## src/rtl/dds_phase_ctrl.sv

```systemverilog
// DDS phase accumulator and waveform-table address generator. It shares the
// single table RAM port between sample reads (RUN) and host writes (LOAD).
module dds_phase_ctrl #(
    parameter int PHASE_W  = 32,
    parameter int ADDR_W   = 12,
    parameter int SEG_W    = 10,
    parameter int WAVE_NUM = 3,
    parameter int DATA_W   = 8
) (
    input  logic               clka,
    input  logic               rst_n,
    input  logic               start,
    input  logic               stop,
    input  logic               cfg_update,
    input  logic [PHASE_W-1:0] fword,
    input  logic [SEG_W-1:0]   pword,
    input  logic [1:0]         wave_sel,
    input  logic               wr_req,
    input  logic [ADDR_W-1:0]  wr_addr,
    input  logic [DATA_W-1:0]  wr_data,
    output logic               wr_ack,
    output logic               ram_ena,
    output logic               ram_wea,
    output logic [ADDR_W-1:0]  ram_addra,
    output logic [DATA_W-1:0]  ram_dina,
    input  logic [DATA_W-1:0]  ram_douta,
    output logic [DATA_W-1:0]  dout,
    output logic               dout_valid,
    output logic               busy
);

    typedef enum logic [1:0] {
        ST_IDLE = 2'd0,
        ST_RUN  = 2'd1,
        ST_LOAD = 2'd2
    } state_t;

    localparam logic [ADDR_W:0] TABLE_DEPTH = (ADDR_W+1)'(WAVE_NUM << SEG_W);

    state_t             state_q, state_d;
    logic [PHASE_W-1:0] acc_q, acc_d;
    logic               start_pend_q, start_pend_d;

    logic [PHASE_W-1:0] fword_q, fword_d;
    logic [SEG_W-1:0]   pword_q, pword_d;
    logic [1:0]         wave_q, wave_d;

    logic               rd_d1_q, rd_d1_d;
    logic [DATA_W-1:0]  dout_q, dout_d;
    logic               dout_valid_q, dout_valid_d;

    logic [SEG_W-1:0]   seg_idx;
    logic [ADDR_W-1:0]  run_addr;
    logic               wr_in_range;

    // Top SEG_W accumulator bits select the sample; the offset wraps inside the segment.
    assign seg_idx     = acc_q[PHASE_W-1 -: SEG_W] + pword_q;
    assign run_addr    = (ADDR_W'(wave_q) << SEG_W) | ADDR_W'(seg_idx);
    assign wr_in_range = ({1'b0, wr_addr} < TABLE_DEPTH);

    // Configuration shadow registers; an unpopulated segment number folds to 0.
    always_comb begin
        fword_d = fword_q;
        pword_d = pword_q;
        wave_d  = wave_q;
        if (cfg_update) begin
            fword_d = fword;
            pword_d = pword;
            wave_d  = (int'(wave_sel) >= WAVE_NUM) ? 2'd0 : wave_sel;
        end
    end

    // NOTE: every output and next-state variable gets a default before the case,
    // so no path through this block leaves one unassigned and no latch is inferred.
    always_comb begin
        state_d      = state_q;
        acc_d        = acc_q;
        start_pend_d = start_pend_q;
        wr_ack       = 1'b0;
        ram_ena      = 1'b0;
        ram_wea      = 1'b0;
        ram_addra    = '0;
        ram_dina     = '0;

        unique case (state_q)
            ST_IDLE: begin
                if (wr_req) begin
                    state_d = ST_LOAD;
                    if (start) begin
                        start_pend_d = 1'b1;
                    end
                end else if (start || start_pend_q) begin
                    state_d      = ST_RUN;
                    acc_d        = '0;
                    start_pend_d = 1'b0;
                end
            end

            ST_LOAD: begin
                ram_ena   = wr_in_range;
                ram_wea   = wr_in_range;
                ram_addra = wr_addr;
                ram_dina  = wr_data;
                wr_ack    = 1'b1;
                state_d   = ST_IDLE;
            end

            ST_RUN: begin
                ram_ena   = 1'b1;
                ram_addra = run_addr;
                if (stop) begin
                    state_d = ST_IDLE;
                end else if (start) begin
                    acc_d = '0;
                end else begin
                    acc_d = acc_q + fword_q;
                end
            end

            default: begin
                state_d = ST_IDLE;
            end
        endcase
    end

    // The RAM registers its read data, so samples trail the address by two edges.
    always_comb begin
        rd_d1_d      = (state_q == ST_RUN);
        dout_valid_d = rd_d1_q;
        dout_d       = rd_d1_q ? ram_douta : dout_q;
    end

    // NOTE: sequential state uses non-blocking assignments so every register
    // samples the pre-edge values, independent of statement order.
    always_ff @(posedge clka or negedge rst_n) begin
        if (!rst_n) begin
            state_q      <= ST_IDLE;
            acc_q        <= '0;
            start_pend_q <= 1'b0;
            fword_q      <= '0;
            pword_q      <= '0;
            wave_q       <= '0;
            rd_d1_q      <= 1'b0;
            dout_q       <= '0;
            dout_valid_q <= 1'b0;
        end else begin
            state_q      <= state_d;
            acc_q        <= acc_d;
            start_pend_q <= start_pend_d;
            fword_q      <= fword_d;
            pword_q      <= pword_d;
            wave_q       <= wave_d;
            rd_d1_q      <= rd_d1_d;
            dout_q       <= dout_d;
            dout_valid_q <= dout_valid_d;
        end
    end

    assign dout       = dout_q;
    assign dout_valid = dout_valid_q;
    assign busy       = (state_q != ST_IDLE);

endmodule

```

## config.mk

```make
export PLATFORM = sky130hd
export DESIGN_NAME = dds_phase_ctrl
export DESIGN_NICKNAME = d
export VERILOG_FILES = /design/src/rtl/dds_phase_ctrl.sv
export SDC_FILE = /design/constraint.sdc
export NUM_CORES = 1
export LEC_CHECK = 0
export ABC_AREA = 1
export CORE_MARGIN = 2
export CORE_UTILIZATION = 35
export DETAILED_ROUTE_END_ITERATION = 6
export GPL_ROUTABILITY_DRIVEN = 0
export REMOVE_ABC_BUFFERS = 1
export SLEW_MARGIN = 20
export SYNTH_ARGS = -nofsm -noshare
export SYNTH_HDL_FRONTEND = slang
export SYNTH_SLANG_ARGS = --single-unit
```

## constraint.sdc

```tcl
create_clock -name clka -period 3.39 [get_ports clka]
set_input_delay 0.678 -clock clka [delete_from_list [all_inputs] [get_ports clka]]
set_output_delay 0.678 -clock clka [all_outputs]
set_load 0.02 [all_outputs]
```

Word level (Yosys, flattened, before mapping)
Index checks and enable logic that the tools add are counted.
- add/subtract/negate cells: 2
- order comparisons: 2
- eq/ne operators: 8
- muxes and demuxes: 18
- bitwise gates (word level): 1
- reductions and logical operators: 8
- operator list (cell ; count):
    32-bit two-way mux ; 4
    32-bit one-hot mux with 2 select lines ; 1
    32-bit adder ; 1
    12-bit one-hot mux with 2 select lines ; 1
    12-bit less-than comparator, second input constant ; 1
    12-bit by 10-bit OR with 12-bit output ; 1
    10-bit adder ; 1
    2-bit inequality test, second input constant ; 5
    2-bit two-way mux ; 4
    8-bit two-way mux ; 1
    2-bit nonzero test ; 3
    1-bit two-way mux ; 5
    2-bit one-hot mux with 2 select lines ; 1
    4-bit AND reduction ; 1
    3-bit inequality test, second input constant ; 1
    3-bit AND reduction ; 1
    2-bit by 1-bit == test with 1-bit output, second input constant ; 1
    2-bit == test, second input constant ; 1
    2-bit >= comparator, second input constant ; 1
    2-bit zero test ; 1
    1-bit one-hot mux with 2 select lines ; 1
    2-bit AND reduction ; 1
    1-bit logical OR ; 1
- register bits after elaboration: 89
- input port bits: 78
- logic and storage cells: 48

Longest topological paths before layout
- word-level depth: 4
- depth in mapped cells: 13
- gate-level depth less buffers: 13

Worst setup path after synthesis
OpenSTA, ideal clock, no wires.
- kind: reg2out
- from: register acc_q[22]
- to: output port ram_addra[6]
- arrival time: 1.859 ns
- setup slack: 0.853 ns
- stages on the path, launching flop included: 10
- path buffers: 0
- cell sequence: dfrtp_1 ha_1 fa_1 nand3_1 nand2_1 a21oi_1 nor2_1 nor2_1 nand2_1 a21oi_1
- cells in the longest elaborated chain, start to end: 3
- RTL lines (element ; line ; source):
    from (decl) ; 41 ; logic [PHASE_W-1:0] acc_q, acc_d;
    from (signal assigned) ; 138 ; acc_q <= '0;
    from (signal assigned) ; 148 ; acc_q <= acc_d;
    10-bit adder ; 57 ; assign seg_idx = acc_q[PHASE_W-1 -: SEG_W] + pword_q;
    12-bit by 10-bit OR with 12-bit output ; 58 ; assign run_addr = (ADDR_W'(wave_q) << SEG_W) | ADDR_W'(seg_idx);
    12-bit one-hot mux with 2 select lines ; 85 ; unique case (state_q)
    to (decl) ; 24 ; output logic [ADDR_W-1:0] ram_addra,
No other way between the ends.

Final worst setup path
- from: register acc_q[26]
- to: output port ram_addra[7]
The elaborated chain is that of the path after synthesis.

==> impl_metrics.ini <==
[pwr]
p_int_mw = 2.97
netSwitchingFraction_pct = 43.6
power.share.clock_pct = 20.0
p_leak_nw = 4.36
p_comb_share_pct = 52.2
powerDensity_nw_per_um2 = 652
power_mw = 5.26
seqPwrFrac_pct = 27.8
p_sw_mw = 2.30
vdd_drop_max_mv = 0.676

[drt]
drtAntennaViolNets = 0
dr.pass1.iters = 5
drc = 0
avgRoutedWirePerCell_um = 12.6
drt_iter0_drc = 270
vias = 5736
viasPerCell = 4.59
drt-total-wl_um = 15800

[global_routing]
grt_pass1_wl_um = 27000
gr-total-overflow = 0
track_usage_pct = 16.9
grt_max_degree = 55
antenna_found_initial = 0
grt_pass1_vias = 5550

[clock_network]
cts_hold_buf = 0
cts.sinks = 89
htree_num_levels = 3
numCtsBuffers = 9
post_cts_buffers = 0
worstSkewPairLatency_ps = 360
clk_pin_slew_ps = 60
cts_tree = built
root_buffer = clkbuf_16
clk_path_buf_depth = 2

[sta]
grt_setup_unrepaired = no
tns_ps = 0
timing.hold.ws_ps = 282
fin_crit_sh_pct = 95.7
fin_skew_ps = 8.74
finalCriticalPeriod_ps = 3250
slew_headroom_pct = 63.8
setup_viol = 0
tightestPinTransition_ps = 543
clock.fmax_mhz = 308
slew_viol_final = 0
hold_viol = 0

[logic_synthesis]
synth-main-ff-cell = dfrtp_1
ys_types = 36
yosysTopAreaCellShare_pct = 34.7
synthTopCellsByCount = nand2_1 (335), inv_1 (146), dfrtp_1 (89)
avgSynthCellArea_um2 = 7.10
ys_seq_area_share_pct = 34.7
netlist_top_cells_area = dfrtp_1 (35%), nand2_1 (20%), mux2_2 (8.8%), inv_1 (8.5%), ha_1 (8.4%)
ys_warn_count = 0
async_flop_share_pct = 100
syn_area_um2 = 6420
synth_top_area_cell = dfrtp_1
netlist_instances = 904
yosysMostFrequentCell = nand2_1
synth-edff-count = 0
ys_ff_latch = 89

[outcome]
outcome = finished clean

[worst_setup_path]
worstPathCellList = ha_1 -> a21oi_1 -> nor2_1 -> nor2_1 -> nand2_1 -> nand2_1 -> nand3_1 -> a21oi_1 -> clkdlybuf4s50_1
critical_path.startpoint_type = flop
path_buf_inv = 1
path_depth = 9
crit_required_ps = 2710
slowest_stage = clkdlybuf4s50_1
timing.rr.start = acc_q[0]$_DFFE_PN0P_
cpLargestDelayFamily = buffers and inverters
worstSetupPathType = reg2out
reg2reg_depth = 13
r2r_end = acc_q[24]$_DFFE_PN0P_
crit_end = ram_addra[7]
path_max_fanout = 5
cp-end-kind = output pin
r2r_slack_ps = 1200
max_stage_delay_ps = 620
cp.arrival_ps = 2570
cp-startpoint = acc_q[26]$_DFFE_PN0P_

[cells_and_area]
stdcell_area_um2 = 8080
area_delta_synth_final_pct = 25.8
multiInputGateArea_um2 = 3530
fin_nets = 1138
nFillCells = 1853
regArea_um2 = 2230
antenna_cells = 0
fin_cells = 1249
drive_gt1_share_pct = 9.51

[hold_path]
hold_path.class = in2async

[floorplanning]
fp.dieH_um = 139
core_um2 = 18000
start_util_pct = 35.8
die-area_um2 = 19400
ios = 111
die_w_um = 139
fp-row-count = 49

[placed_design]
dpl_cell_area_um2 = 7760
io_buffers = 110
dp.cells = 1233
dpl.hpwl_um = 12400

[flow_run]
maxCapViolCount = 0
[metal layers]
layer,vias up,global-route usage [%],wire length [µm]
met2,104,27.0,7080
met3,13,3.61,670
li1,3047,-,-
met1,2572,23.7,7900
met4,0,3.93,146
met5,-,0,0
[state kept, by name (all words and copies together) (netlist names)]
name / count
acc_q: 32
fword_q: 32
pword_q: 10
dout: 8
state_q: 2
wave_q: 2
dout_valid: 1
dout_valid_d: 1
start_pend_q: 1
[per-stage QoR]
stage / util, % / setup slack [ps]
final: 45.0 / 145
after global routing: 45.0 / 5.47
after CTS: 44.9 / 52.0
after detailed placement: 43.2 / 309
after global placement: 43.2 / 324
after floorplan: - / 641
[cell type report]
cell class / count / share of cell area (%)
inverter: 151 / 7.05
timing repair buffer: 116 / 14.3
multi-input combinational: 648 / 43.7
tap: 229 / 3.55
clock inverter: 7 / 1.04
sequential: 89 / 27.6
clock buffer: 9 / 2.79
[cells by family (layout without fill, tap and decap cells)]
group | after synthesis | after routing | synth area share, %
fa+ha+maj | 45 | 45 | 9.00
xor+xnor | 5 | 5 | 0.682
flops | 89 | 89 | 34.7
compound gates | 79 | 79 | 6.43
buf+inv | 167 | 283 | 10.4
simple gates | 469 | 469 | 30.1
mux | 50 | 50 | 8.77
[placed cells by master, fill, tap and decap left out, types with 3 or more instances in the layout]
cell type        count
nand3_2              4
nor2_2               4
xnor2_1              3
nor3_1               3
nand2_2              6
nand3_1             54
o21ai_1              4
o21bai_1             3
inv_2                4
mux2_2              50
nand4_1              4
dfrtp_1             89
nand2_1            335
nand3b_1             3
inv_1              146
ha_1                43
buf_4                6
nor2_1              48
a21oi_1             47
o21ai_0             21
clkbuf_16            9
clkdlybuf4s50_1    104
[worst min path at each step]
stage / startpoint / to / slack (ps) / depth (start not counted)
floorplan: rst_n / acc_q[0]$_DFFE_PN0P_ / 380 / 0
global placement: acc_q[20]$_DFFE_PN0P_ / acc_q[20]$_DFFE_PN0P_ / 470 / 2
detailed placement: acc_q[19]$_DFFE_PN0P_ / acc_q[19]$_DFFE_PN0P_ / 480 / 2
CTS: rst_n / acc_q[21]$_DFFE_PN0P_ / 300 / 1
global route: rst_n / fword_q[27]$_DFFE_PN0P_ / 310 / 1
finish: rst_n / fword_q[17]$_DFFE_PN0P_ / 280 / 1
[power groups by stage]
stage	Combinational, mW	Sequential, mW	Clock [mW]
after floorplan	1.77	1.52	0
after global placement	2.75	1.48	0
after detailed placement	2.77	1.49	0
after CTS	2.77	1.47	1.08
after global routing	3.10	1.50	1.13
final	2.75	1.46	1.06
[what timing repair did]
| action | 4_1_cts | 5_1_grt |
|---|---|---|
| cloned | 0 | 0 |
| resized for setup | 2 | 3 |
| setup endpoints to repair | 2 | 3 |
No activity file was read; power rests on OpenSTA's default activity.
